===== src/rtl/key_event_scheduler.sv =====
// Per-key press / auto-repeat / release event scheduler.
// Pending events of all keys are serialized by a round-robin arbiter onto a valid/ready command port.
module key_event_scheduler #(
    parameter int                  NUM_KEYS     = 4,
    parameter int                  REPEAT_DELAY = 12,
    parameter int                  REPEAT_RATE  = 3,
    parameter logic [NUM_KEYS-1:0] REPEAT_MASK  = 4'b0011
) (
    input  logic                        clk,
    input  logic                        resetN,
    input  logic                        startOfFrame,
    input  logic [NUM_KEYS-1:0]         key_rise,
    input  logic [NUM_KEYS-1:0]         key_pressed,
    input  logic                        cmd_ready,
    output logic                        cmd_valid,
    output logic [$clog2(NUM_KEYS)-1:0] cmd_key,
    output logic [1:0]                  cmd_type,
    output logic                        overflow
);

    localparam int         KW        = $clog2(NUM_KEYS);
    localparam logic [7:0] DELAY_F   = 8'(REPEAT_DELAY);
    localparam logic [7:0] RATE_F    = 8'(REPEAT_RATE);
    localparam logic [1:0] T_PRESS   = 2'b00;
    localparam logic [1:0] T_REPEAT  = 2'b01;
    localparam logic [1:0] T_RELEASE = 2'b10;

    typedef enum logic {
        IDLE = 1'b0,
        HELD = 1'b1
    } key_state_e;

    // Key index 'offset' positions after 'base', wrapping at NUM_KEYS.
    function automatic logic [KW-1:0] rr_index(input logic [KW-1:0] base, input int offset);
        int sum;
        sum = int'(base) + offset;
        if (sum >= NUM_KEYS) begin
            sum = sum - NUM_KEYS;
        end
        return KW'(sum);
    endfunction

    function automatic logic [7:0] sat_inc(input logic [7:0] v);
        return (v == 8'hFF) ? v : v + 8'd1;
    endfunction

    key_state_e          state_q [NUM_KEYS];
    key_state_e          state_d [NUM_KEYS];
    logic [7:0]          cnt_q   [NUM_KEYS];
    logic [7:0]          cnt_d   [NUM_KEYS];
    logic [NUM_KEYS-1:0] first_q, first_d;
    logic [NUM_KEYS-1:0] press_q, press_d;
    logic [NUM_KEYS-1:0] rel_q, rel_d;
    logic [NUM_KEYS-1:0] rep_q, rep_d;
    logic [NUM_KEYS-1:0] press_set, rel_set, rep_set;
    logic [NUM_KEYS-1:0] clr_press, clr_rel, clr_rep;
    logic [NUM_KEYS-1:0] pend_any;
    logic [KW-1:0]       ptr_q, ptr_d;
    logic                grant;
    logic [KW-1:0]       gnt_key;
    logic [1:0]          gnt_type;
    logic                cmd_valid_q, cmd_valid_d;
    logic [KW-1:0]       cmd_key_q, cmd_key_d;
    logic [1:0]          cmd_type_q, cmd_type_d;
    logic                ovf_q, ovf_d;

    assign pend_any = press_q | rel_q | rep_q;

    // Round-robin search starting at the pointer; lowest offset wins.
    always_comb begin
        grant   = 1'b0;
        gnt_key = '0;
        for (int i = NUM_KEYS - 1; i >= 0; i--) begin
            if (!cmd_valid_q && pend_any[rr_index(ptr_q, i)]) begin
                grant   = 1'b1;
                gnt_key = rr_index(ptr_q, i);
            end
        end
    end

    always_comb begin
        gnt_type  = T_PRESS;
        clr_press = '0;
        clr_rel   = '0;
        clr_rep   = '0;
        if (grant) begin
            if (press_q[gnt_key]) begin
                gnt_type           = T_PRESS;
                clr_press[gnt_key] = 1'b1;
            end else if (rel_q[gnt_key]) begin
                gnt_type         = T_RELEASE;
                clr_rel[gnt_key] = 1'b1;
            end else begin
                gnt_type         = T_REPEAT;
                clr_rep[gnt_key] = 1'b1;
            end
        end
    end

    // Per-key FSM and frame counter next-state.
    always_comb begin
        state_d   = state_q;
        cnt_d     = cnt_q;
        first_d   = first_q;
        press_set = '0;
        rel_set   = '0;
        rep_set   = '0;
        for (int k = 0; k < NUM_KEYS; k++) begin
            case (state_q[k])
                IDLE: begin
                    if (key_rise[k]) begin
                        state_d[k]   = HELD;
                        press_set[k] = 1'b1;
                        cnt_d[k]     = '0;
                        first_d[k]   = 1'b0;
                    end
                end
                HELD: begin
                    if (!key_pressed[k]) begin
                        state_d[k] = IDLE;
                        rel_set[k] = 1'b1;
                    end else if (REPEAT_MASK[k] && startOfFrame) begin
                        if (sat_inc(cnt_q[k]) == (first_q[k] ? RATE_F : DELAY_F)) begin
                            rep_set[k] = 1'b1;
                            cnt_d[k]   = '0;
                            first_d[k] = 1'b1;
                        end else begin
                            cnt_d[k] = sat_inc(cnt_q[k]);
                        end
                    end
                end
                default: state_d[k] = IDLE;
            endcase
        end
    end

    // A grant clear and a new event on the same bit leave the bit set; only
    // an event hitting a bit that stays pending counts as coalesced.
    always_comb begin
        press_d = (press_q & ~clr_press) | press_set;
        rel_d   = (rel_q & ~clr_rel) | rel_set;
        rep_d   = ((rep_q & ~clr_rep) | rep_set) & ~rel_set;
        ovf_d   = |((press_set & press_q & ~clr_press) |
                    (rel_set & rel_q & ~clr_rel) |
                    (rep_set & rep_q & ~clr_rep));
    end

    always_comb begin
        cmd_valid_d = cmd_valid_q;
        cmd_key_d   = cmd_key_q;
        cmd_type_d  = cmd_type_q;
        ptr_d       = ptr_q;
        if (cmd_valid_q) begin
            if (cmd_ready) begin
                cmd_valid_d = 1'b0;
            end
        end else if (grant) begin
            cmd_valid_d = 1'b1;
            cmd_key_d   = gnt_key;
            cmd_type_d  = gnt_type;
            ptr_d       = rr_index(gnt_key, 1);
        end
    end

    always_ff @(posedge clk or negedge resetN) begin
        if (!resetN) begin
            for (int k = 0; k < NUM_KEYS; k++) begin
                state_q[k] <= IDLE;
                cnt_q[k]   <= '0;
            end
            first_q     <= '0;
            press_q     <= '0;
            rel_q       <= '0;
            rep_q       <= '0;
            ptr_q       <= '0;
            cmd_valid_q <= 1'b0;
            cmd_key_q   <= '0;
            cmd_type_q  <= T_PRESS;
            ovf_q       <= 1'b0;
        end else begin
            state_q     <= state_d;
            cnt_q       <= cnt_d;
            first_q     <= first_d;
            press_q     <= press_d;
            rel_q       <= rel_d;
            rep_q       <= rep_d;
            ptr_q       <= ptr_d;
            cmd_valid_q <= cmd_valid_d;
            cmd_key_q   <= cmd_key_d;
            cmd_type_q  <= cmd_type_d;
            ovf_q       <= ovf_d;
        end
    end

    assign cmd_valid = cmd_valid_q;
    assign cmd_key   = cmd_key_q;
    assign cmd_type  = cmd_type_q;
    assign overflow  = ovf_q;

endmodule


===== config.mk =====
export PLATFORM = sky130hd
export DESIGN_NAME = key_event_scheduler
export DESIGN_NICKNAME = d
export VERILOG_FILES = /design/src/rtl/key_event_scheduler.sv
export SDC_FILE = /design/constraint.sdc
export NUM_CORES = 1
export LEC_CHECK = 0
export BUFFER_PORTS_ARGS = -buffer_cell sky130_fd_sc_hd__clkbuf_2
export CORE_ASPECT_RATIO = 0.7
export CORE_UTILIZATION = 50
export CTS_CLUSTER_SIZE = 28
export DETAILED_ROUTE_END_ITERATION = 12
export PLACE_DENSITY = 0.8
export SLEW_MARGIN = 30
export SYNTH_ARGS = -nofsm -noshare
export SYNTH_HDL_FRONTEND = slang
export SYNTH_SLANG_ARGS = --single-unit

===== constraint.sdc =====
create_clock -name clk -period 3 [get_ports clk]
set_input_delay 0 -clock clk [delete_from_list [all_inputs] [get_ports clk]]
set_output_delay 0 -clock clk [all_outputs]
set_load 0.005 [all_outputs]

== Word level (Yosys, flattened, before mapping) ==
Index checks and enable logic that the tools add are counted.

* Add/sub/neg operators: 11
* Magnitude comparators: 11
* Equal/unequal tests: 12
* Mux-type cells: 96
* Bitwise logic cells: 26
* Reductions and logical operators: 12

{| class="wikitable"
|+ Operator list
! kind !! number
|-
| $mux W8 || 10
|-
| $mux W1 || 50
|-
| $mux W4 || 10
|-
| $and A4 B4 Y4 || 9
|-
| $pmux W8 S2 || 2
|-
| $or A4 B4 Y4 || 6
|-
| $mux W2 || 11
|-
| $add A8 B1 Y8 const B || 2
|-
| $eq A8 B4 Y1 || 2
|-
| $eq A8 B8 Y1 const B || 2
|-
| $not A4 Y4 || 4
|-
| $lt A2 B3 Y1 const B || 5
|-
| $bmux W1 S2 || 6
|-
| $ge A3 B3 Y1 const B || 4
|-
| $ne A2 B2 Y1 const B || 6
|-
| $pmux W1 S2 || 6
|-
| $sub A2 B1 Y2 const B || 5
|-
| $reduce_and A4 Y1 || 2
|-
| $add A2 B1 Y3 const B || 2
|-
| $add A2 B2 Y3 const B || 2
|-
| $reduce_and A3 Y1 || 2
|-
| $logic_and A1 B1 Y1 || 5
|-
| $not A1 Y1 || 5
|-
| $and A2 B4 Y4 || 1
|-
| 8 further kinds || 9
|}

* Bits in registers: 42
* Input bits: 12
* Output and inout bits: 6
* Word-level logic and storage cells: 184

== Logic depth before layout (Yosys ltp) ==
Gate-level depths: netlist of the first run.

* Depth after elaboration: 22
* Depth in mapped cells: 12
* Depth with buffers taken out: 11

== Worst setup path before layout of the first run ==
No wires, ideal clock.

* Path type: register to register
* Start: register press_q[3]
* End: register ovf_q (netlist: overflow)
* Library setup time: 137 ps
* Arrival time: 2,603 ps
* Data required time: 2,863 ps
* Setup slack: 260 ps
* Stages on the path, launching flop included: 12
* Path buffers: 0
* Period minus slack after synthesis: 2,740 ps
* Cell sequence: dfrtp_1 or3_1 a22oi_1 a2bb2oi_1 nand2_1 inv_1 ha_1 nand3_1 a22oi_1 o2111ai_1 nor4b_2 nand4_1

* Longest elaborated chain between the ends: 21
* Elaborated cells on any way between the ends: 49
* Classes of those cells: order compare (2); mux (30); bitwise (11); reduce/logical (6)

{| class="wikitable"
|+ Ends and longest elaborated chain
! what !! line !! RTL
|-
| start, declared || 52 || <nowiki>logic [NUM_KEYS-1:0] press_q, press_d;</nowiki>
|-
| start signal, assigned || 184 || <nowiki>press_q <= press_d;</nowiki>
|-
| $or A4 B4 Y4 (*) (2 in series) || 67 || <nowiki>assign pend_any = press_q | rel_q | rep_q;</nowiki>
|-
| $bmux W1 S2 || 74 || <nowiki>if (!cmd_valid_q && pend_any[rr_index(ptr_q, i)]) begin</nowiki>
|-
| $mux W1 (implied by the code) || 74 ||
|-
| $logic_and A1 B1 Y1 || 74 ||
|-
| $mux W2 (3 in series) || 74 ||
|-
| $mux W2 (*) || 74 ||
|-
| net gnt_key[0] || 60 || <nowiki>logic [KW-1:0] gnt_key;</nowiki>
|-
| $lt A2 B3 Y1 (implied by the code) or $ge A2 B1 Y1 (tied branches) || 89, 92, 95 ||
|-
| [4 not listed] || n/a ||
|-
| $mux W4 || 87 || <nowiki>if (press_q[gnt_key]) begin</nowiki>
|-
| $mux W4 || 86 || <nowiki>if (grant) begin</nowiki>
|-
| $not A4 Y4 || 144 || <nowiki>(rel_set & rel_q & ~clr_rel) |</nowiki>
|-
| $and A4 B4 Y4 || 144 ||
|-
| $or A4 B4 Y4 || 143 || <nowiki>ovf_d = |((press_set & press_q & ~clr_press) |</nowiki>
|-
| $or A4 B4 Y4 (*) || 144 ||
|-
| $reduce_or A4 Y1 (*) || 143 ||
|-
| net ovf_d || 65 || <nowiki>logic ovf_q, ovf_d;</nowiki>
|-
| end signal, assigned || 191 || <nowiki>ovf_q <= ovf_d;</nowiki>
|-
| end, declared || 65 ||
|}

Mark *: on every way through the listed nets, which the timed path passes. The rest lies on a longest branch. The select of a mux whose other input is x is not followed.
A chain may end at the register's enable or synchronous reset.

== Final worst setup path of the first run ==
* Start: register press_q[0]
* End: register ovf_q (netlist: overflow)

The elaborated chain is that of the path after synthesis.

==> metrics.yaml, run 1 <==
timing:
  finalMaxSlewViolations: 0
  max_freq_ghz: 0.353
  worst-slew-pin-transition_ns: 0.673
  timing.max_slew.rel_slack: 0.546
  setup_tns_after_final_layout_ns: 0
  finalWorstPathRequiredPeriod_ns: 2.84
  final.period_utilization: 0.946
  final_critical_path_setup_slack_ns: 0.163
  clock_skew_ns: 0.00954
  hold_viol_final: 0
  setup_violations: 0
  unrepaired_setup_endpoints_after_global_routing: "false"
cells_and_area:
  post_route_cells_drive_above_1_share: 0.187
  multi_input_area_um2: 1760
  commonest_non_fill_non_tap_cell_in_the_layout: "sky130_fd_sc_hd__nand2_1"
  nFillCells: 455
  seqCellArea_um2: 1050
  flow.area_growth_from_synthesis_pct: 18.7
  finish.net_count: 396
  layout.cells.most_common_list: "sky130_fd_sc_hd__nand2_1 (51), sky130_fd_sc_hd__dfrtp_1 (39), sky130_fd_sc_hd__nor2_1 (28), sky130_fd_sc_hd__o21ai_0 (26), sky130_fd_sc_hd__nand3_1 (19)"
  diodes: 0
logic_synthesis:
  yosys.area.top_type_share: 0.369
  cell_count_after_synthesis: 339
  yosys.cell_types.count: 62
  synth_seq_cells: 42
  synthArstFlopShare: 1.00
  number_of_warnings_printed_during_yosys_synthesis: 0
  synth_top_cell_by_area: "sky130_fd_sc_hd__dfrtp_1"
  synth_enable_flop_cells: 0
  postSynthNetCount: 357
  share_of_synthesized_area_occupied_by_flip_flops_and_latches: 0.369
  ys_dominant_reg_cell: "sky130_fd_sc_hd__dfrtp_1"
  syn-cell-area_um2: 2850
  ys_top_cells_by_area: "sky130_fd_sc_hd__dfrtp_1 (37%), sky130_fd_sc_hd__nand2_1 (6.9%), sky130_fd_sc_hd__o21ai_0 (4.6%), sky130_fd_sc_hd__nor2_1 (3.7%), sky130_fd_sc_hd__nand3_1 (3.3%)"
  synth.avg_cell_area_um2: 8.40
grt:
  grt_pass1_vias: 2501
  largest_net_degree_at_the_start_of_global_routing: 43
  grt.overflow.total: 0
  antenna_found_initial: 0
  grt_pass1_wl_um: 11800
  track_usage: 0.251
pwr:
  power.density_nw_per_um2: 653
  max-vdd-ir-drop_mv: 0.400
  p_leak_nw: 1.45
routing:
  vias_per_cell: 6.15
  drt-wirelength-per-cell_um: 16.5
  vias: 2774
  ant_nets: 0
  drt_pre_antenna_iters: 5
  drc_errors: 0
  drt-total-wl_um: 7430
  dr_iter_0_viols: 271
run_status:
  outcome: "completed"
hold_path:
  timing.hold.worst.class: "in -> reg"
place:
  place.gp.congestion: 0.949
  placement.io_buffers: 17
  dp.final_hpwl_um: 5210
  worst_case_setup_slack_after_placement_ns: 0.0259
clock_network:
  clock_root_buffer: "sky130_fd_sc_hd__clkbuf_8"
  clkLatencyLatePin_ns: 0.29
  cts-root-to-sink-buffers: 2
  ctsHtreeMaxLevel: 2
  total_clock_buffers_created_by_cts: 5
  tritoncts_clock_tree: "done"
  path_clk_slew_ns: 0.08
  tritoncts_num_sinks: 42
floorplanning:
  floorplan.io_pins: 18
  die_boundary_height_um: 65.1
  floorplan.core_area_um2: 5370
  row_count: 22
  die-area_um2: 6000
  floorplan.initialDensity: 0.530
  die_x_um: 92.2
setup_path:
  critical_path_arrival_ns: 3.01
  kind_of_end_point_of_the_critical_path: "flip-flop"
  timing.critical_path.required_ns: 3.17
  critical_setup_path_kind: "reg -> reg"
  crit_path_start_kind: "flip-flop"
  timing.critical_path.fanout_max: 9
run:
  drv.max_cap_violation_count: 0
==> cells in the mapped netlist, types with 3 or more instances <==
cell type	n
sky130_fd_sc_hd__a211oi_1	4
sky130_fd_sc_hd__a21oi_1	13
sky130_fd_sc_hd__a22o_1	3
sky130_fd_sc_hd__a22oi_1	4
sky130_fd_sc_hd__a31oi_1	5
sky130_fd_sc_hd__a41oi_1	3
sky130_fd_sc_hd__and2_1	6
sky130_fd_sc_hd__and3_1	7
sky130_fd_sc_hd__clkbuf_1	6
sky130_fd_sc_hd__dfrtp_1	42
sky130_fd_sc_hd__ha_1	6
sky130_fd_sc_hd__inv_1	15
sky130_fd_sc_hd__mux2_2	4
sky130_fd_sc_hd__mux2i_1	4
sky130_fd_sc_hd__nand2_1	52
sky130_fd_sc_hd__nand2b_1	4
sky130_fd_sc_hd__nand3_1	19
sky130_fd_sc_hd__nand4_1	4
sky130_fd_sc_hd__nor2_1	28
sky130_fd_sc_hd__nor2b_1	4
sky130_fd_sc_hd__nor3_1	16
sky130_fd_sc_hd__nor4_1	7
sky130_fd_sc_hd__nor4b_1	3
sky130_fd_sc_hd__o211a_1	3
sky130_fd_sc_hd__o21ai_0	26
sky130_fd_sc_hd__o31ai_1	3
sky130_fd_sc_hd__or3_1	5
==> worst max-delay path: stages (launching register included) <==
cell and delay [ns]:
sky130_fd_sc_hd__dfrtp_1 0.51, sky130_fd_sc_hd__o311ai_4 0.42, sky130_fd_sc_hd__o211a_4 0.26, sky130_fd_sc_hd__a211oi_4 0.07, sky130_fd_sc_hd__buf_12 0.15, sky130_fd_sc_hd__inv_1 0.13, sky130_fd_sc_hd__ha_1 0.16, sky130_fd_sc_hd__nor2b_2 0.17
sky130_fd_sc_hd__nand2_1 0.10, sky130_fd_sc_hd__a22oi_1 0.21, sky130_fd_sc_hd__o2111ai_1 0.15, sky130_fd_sc_hd__nor4b_2 0.28, sky130_fd_sc_hd__nand4_1 0.10
==> registers in the layout, indices dropped and copies added, names as in the netlist <==
name	count
cnt_q	16
press_q	4
rel_q	4
rep_q	4
state_q	4
cmd_key	2
cmd_type	2
first_q	2
ptr_q	2
cmd_valid	1
overflow	1
==> final timing paths <==
check                                            start                     end  slack (ns)  depth (start not counted)
worst max-delay path              press_q[0]$_DFF_PN0_      overflow$_DFF_PN0_        0.16                         12
worst min-delay path                       key_rise[0]    press_q[0]$_DFF_PN0_        0.03                          3
worst max register to register    press_q[0]$_DFF_PN0_      overflow$_DFF_PN0_        0.16                         12
worst min register to register  cmd_key[1]$_DFFE_PN0P_  cmd_key[1]$_DFFE_PN0P_        0.49                          2
max in group asynchronous                       resetN      rel_q[3]$_DFF_PN0_        2.30                          2
min in group asynchronous                       resetN     cmd_valid$_DFF_PN0_        0.27                          2
==> stage by stage <==
step / instances / util / power, W / instance area, um2 / hold slack [ns]
finish: 451 / 0.630 / 0.00221 / 3380 / 0.0285
global route: 451 / 0.630 / 0.00234 / 3380 / 0.0556
CTS: 450 / 0.612 / 0.00212 / 3280 / 0.0253
detailed placement: 432 / 0.573 / 0.00166 / 3070 / 0.0645
global placement: 432 / 0.572 / 0.00165 / 3070 / 0.187
floorplan: 339 / - / 0.00137 / 2850 / -0.296
==> logic make-up after synthesis <==
group,count (synthesis),synth area share
AOI/OAI and AO/OA,87,0.222
and+or+nand+nor,168,0.297
adders and majority gates,6,0.0264
buffers and inverters,25,0.0391
xor gates and xnor gates,1,0.00308
DFF,42,0.369
muxes,10,0.0431
==> layer usage <==
layer  vias up  global-route usage  part of all wire
li1       1338                   -                 -
met1      1321               0.371              0.49
met2       101               0.368              0.43
met3        14              0.0625             0.067
met4         0              0.0586             0.012
met5         -                   0                 0
==> cell type report <==
cell class | instances | area share
clock buffers | 6 | 0.0215
clock inverters | 2 | 0.0111
inverters | 15 | 0.0167
multi-input cells | 272 | 0.519
flip-flops and latches | 42 | 0.312
well taps | 72 | 0.0267
repair buffers | 42 | 0.0926
==> report_power, final <==
part | internal (W) | total (W) | switching, W | leakage [nW]
Sequential | 0.000660 | 0.000824 | 0.000164 | 0.520
Clock | 0.000248 | 0.000446 | 0.000197 | 0.0514
Combinational | 0.000409 | 0.000938 | 0.000529 | 0.880
Total | 0.00132 | 0.00221 | 0.000890 | 1.45
==> repair_timing <==
item	4_1_cts	5_1_grt
endpoints found under the setup margin	0	3
resized for setup	0	16
endpoints found under the hold margin	51	0
buffers inserted	0	1
hold buffers	10	0
Power figures use the tool's default switching activity.
==> run 2, diff against run 1 <==
--- a/config.mk
+++ b/config.mk
@@ -6,7 +6,7 @@
 export NUM_CORES = 1
 export LEC_CHECK = 0
 export BUFFER_PORTS_ARGS = -buffer_cell sky130_fd_sc_hd__clkbuf_2
-export CORE_ASPECT_RATIO = 0.7
+export CORE_ASPECT_RATIO = 2
 export CORE_UTILIZATION = 50
 export CTS_CLUSTER_SIZE = 28
 export DETAILED_ROUTE_END_ITERATION = 12
==> run 2 against run 1 <==
Combinational power is 1% lower. Non-clock buffer count is 5 higher. Sequential share of layout area is 0.11 points lower. Wire length is 3.9% higher. Cell count is 1.8% lower. Via count is 1.7% higher. Design area is 0.59% higher. Critical path depth stayed put.
==> metrics.yaml, run 2 (synthesized netlist as in run 1, its figures left out) <==
setup_path:
  timing.reg2reg.setup_slack_ns: 0.12  # -0.05 ns
  timing.critical_path.required_ns: 3.17  # about the same
  critical_setup_path_kind: "reg -> reg"
  worst_r2r_startpoint: "rep_q[0]$_DFF_PN0_"
  r2r-end: "overflow$_DFF_PN0_"
  critical_path_arrival_ns: 3.05  # +0.04 ns
  timing.critical_path.fanout_max: 6  # -3
  ff2ff_path_depth: 12  # unchanged
  crit_path_start_kind: "flip-flop"
  kind_of_end_point_of_the_critical_path: "flip-flop"
floorplanning:
  floorplan.initialDensity: 0.521  # -0.00971
  row_count: 38  # +73%
  die-area_um2: 6020  # +0.23%
  floorplan.io_pins: 18  # unchanged
  die_boundary_height_um: 109  # +67%
  die_x_um: 55.4  # -40%
  floorplan.core_area_um2: 5470  # +1.9%
clock_network:
  clock_root_buffer: "sky130_fd_sc_hd__clkbuf_8"
  clkLatencyLatePin_ns: 0.30  # about the same
  total_clock_buffers_created_by_cts: 5  # unchanged
  cts-root-to-sink-buffers: 2  # unchanged
  tritoncts_num_sinks: 42  # unchanged
  ctsHtreeMaxLevel: 2  # unchanged
  path_clk_slew_ns: 0.08  # about the same
  tritoncts_clock_tree: "done"
timing:
  hold_viol_final: 0  # unchanged
  timing.max_slew.rel_slack: 0.608  # +0.0622
  final.period_utilization: 0.961  # +0.0150
  worst-slew-pin-transition_ns: 0.588  # -0.0847 ns
  max_freq_ghz: 0.347  # -1.6%
  setup_violations: 0  # unchanged
  finalMaxSlewViolations: 0  # unchanged
  finalWorstPathRequiredPeriod_ns: 2.88  # +0.0451 ns
  final_critical_path_setup_slack_ns: 0.118  # -0.0451 ns
  setup_tns_after_final_layout_ns: 0  # unchanged
  clock_skew_ns: 0.00246  # -0.00708 ns
pwr:
  max-vdd-ir-drop_mv: 0.518  # +30%
  power.total_w: 0.00223  # +0.91%
  p_sw_frac: 0.402  # -0.00120
  clock_power_share: 0.206  # +0.004
  sequentialPowerShare: 0.378  # +0.005
  p_leak_nw: 1.48  # +2.1%
  p_switching_w: 0.000895  # +0.61%
  internal_power_component_w: 0.00133  # +1.1%
  comb_power_share: 0.416  # -0.009
  power.density_nw_per_um2: 655  # +0.31%
cells_and_area:
  finish.net_count: 401  # +1.3%
  max_ffs_per_register: 16  # unchanged
  nFillCells: 477  # +4.8%
  layout.cells.most_common_list: "sky130_fd_sc_hd__nand2_1 (52), sky130_fd_sc_hd__dfrtp_1 (37), sky130_fd_sc_hd__nor2_1 (27), sky130_fd_sc_hd__o21ai_0 (26), sky130_fd_sc_hd__buf_4 (20)"
  flow.area_growth_from_synthesis_pct: 19.4
  max_flop_register: "cnt_q"
  final_core_util: 0.622  # -0.00787
  post_route_cells_drive_above_1_share: 0.206  # +0.0189
  diodes: 0  # unchanged
  commonest_non_fill_non_tap_cell_in_the_layout: "sky130_fd_sc_hd__nand2_1"
grt:
  antenna_found_initial: 0  # unchanged
  grt_pass1_vias: 2829  # +13%
  largest_net_degree_at_the_start_of_global_routing: 43  # unchanged
  grt.overflow.total: 0  # unchanged
  grt_pass1_wl_um: 13000  # +10%
  track_usage: 0.277  # +0.0256
run_status:
  outcome: "completed"
place:
  placement.io_buffers: 17  # unchanged
  worst_case_setup_slack_after_placement_ns: -0.0123  # -0.0383 ns
  place.gp.congestion: 0.963  # +1.5%
  dp.final_hpwl_um: 5610  # +7.5%
hold_path:
  hold-path-endpoint: "press_q[0]$_DFF_PN0_"
  timing.hold.worst.class: "in -> reg"
  hold_path_depth: 3  # unchanged
  holdCritStartpoint: "key_rise[0]"
run:
  drv.max_cap_violation_count: 0  # unchanged
routing:
  dr_iter_0_viols: 145  # -46%
  drt-wirelength-per-cell_um: 17.4  # +5.8%
  drt_pre_antenna_iters: 4  # -1
  vias_per_cell: 6.37  # +3.5%
  ant_nets: 0  # unchanged
  vias: 2820  # +1.7%
  drc_errors: 0  # unchanged
  drt-total-wl_um: 7720  # +3.9%
-- run 2: changes by cell type in the layout (fill, tap and decap cells not counted), sizes merged --
cell      change
buf           +5
clkinvlp      -1
-- run 2: metrics by stage --
step           std cells  area (um2)  hold slack, ns
2_1_floorplan        339        2850          -0.296
3_3_place_gp         423        3080           0.179
3_5_place_dp         423        3080          0.0676
4_1_cts              442        3310          0.0132
5_1_grt              443        3400          0.0508
6_report             443        3400          0.0219
-- run 2: layout make-up --
class | instances | area [um2] | share of cell area
clock buffers | 6 | 82.6 | 0.0243
well taps | 60 | 75.1 | 0.0221
inverters | 15 | 56.3 | 0.0166
multi-input cells | 272 | 1760 | 0.518
repair buffers | 47 | 338 | 0.0994
flip-flops and latches | 42 | 1060 | 0.311
clock inverters | 1 | 30.0 | 0.00883
-- run 2: worst max-delay path by stage --
stage                               startpoint            endpoint  slack [ns]  cells after the start
after detailed placement  press_q[1]$_DFF_PN0_  overflow$_DFF_PN0_       -0.01                     10
final                       rep_q[0]$_DFF_PN0_  overflow$_DFF_PN0_        0.12                     12
after floorplan           press_q[3]$_DFF_PN0_  overflow$_DFF_PN0_        0.26                     11
after CTS                 ptr_q[1]$_DFFE_PN0P_  overflow$_DFF_PN0_        0.03                     12
after global placement    press_q[1]$_DFF_PN0_  overflow$_DFF_PN0_        0.03                      9
after global routing      press_q[3]$_DFF_PN0_  overflow$_DFF_PN0_       -0.02                     13
-- run 2: what timing repair did --
item,in CTS,in global routing
hold buffers,10,0
gates cloned,0,0
resized for setup,1,18
hold endpoints to repair,51,0
buffers inserted,2,1
endpoints found under the setup margin,1,5
pin swaps,1,2
-- run 2: metal layers --
metal	wire length (um)	track usage	part of all wire	vias up
li1	-	-	-	1346
met1	2790	0.286	0.36	1361
met2	4340	0.507	0.56	83
met3	224	0.0368	0.029	30
met4	367	0.193	0.048	0
met5	0	0	0	-
-- run 2: power by group through the flow --
stage          registers, W  clock network [W]  logic [W]
2_1_floorplan      0.000749                  0   0.000620
3_3_place_gp       0.000814                  0   0.000845
3_5_place_dp       0.000821                  0   0.000855
4_1_cts            0.000808           0.000466   0.000886
5_1_grt            0.000863           0.000484    0.00102
6_report           0.000841           0.000460   0.000927
-- run 2: critical path, cell delays in order (launching register included) --
cell and delay, ns:
sky130_fd_sc_hd__dfrtp_1 0.53, sky130_fd_sc_hd__o311ai_4 0.43, sky130_fd_sc_hd__o211a_4 0.25, sky130_fd_sc_hd__a211oi_4 0.05
sky130_fd_sc_hd__buf_4 0.18, sky130_fd_sc_hd__inv_2 0.09, sky130_fd_sc_hd__ha_1 0.15, sky130_fd_sc_hd__nor2b_1 0.16
sky130_fd_sc_hd__nand2_1 0.09, sky130_fd_sc_hd__a22oi_1 0.20, sky130_fd_sc_hd__o2111ai_1 0.19, sky130_fd_sc_hd__nor4b_2 0.31
sky130_fd_sc_hd__nand4_1 0.11
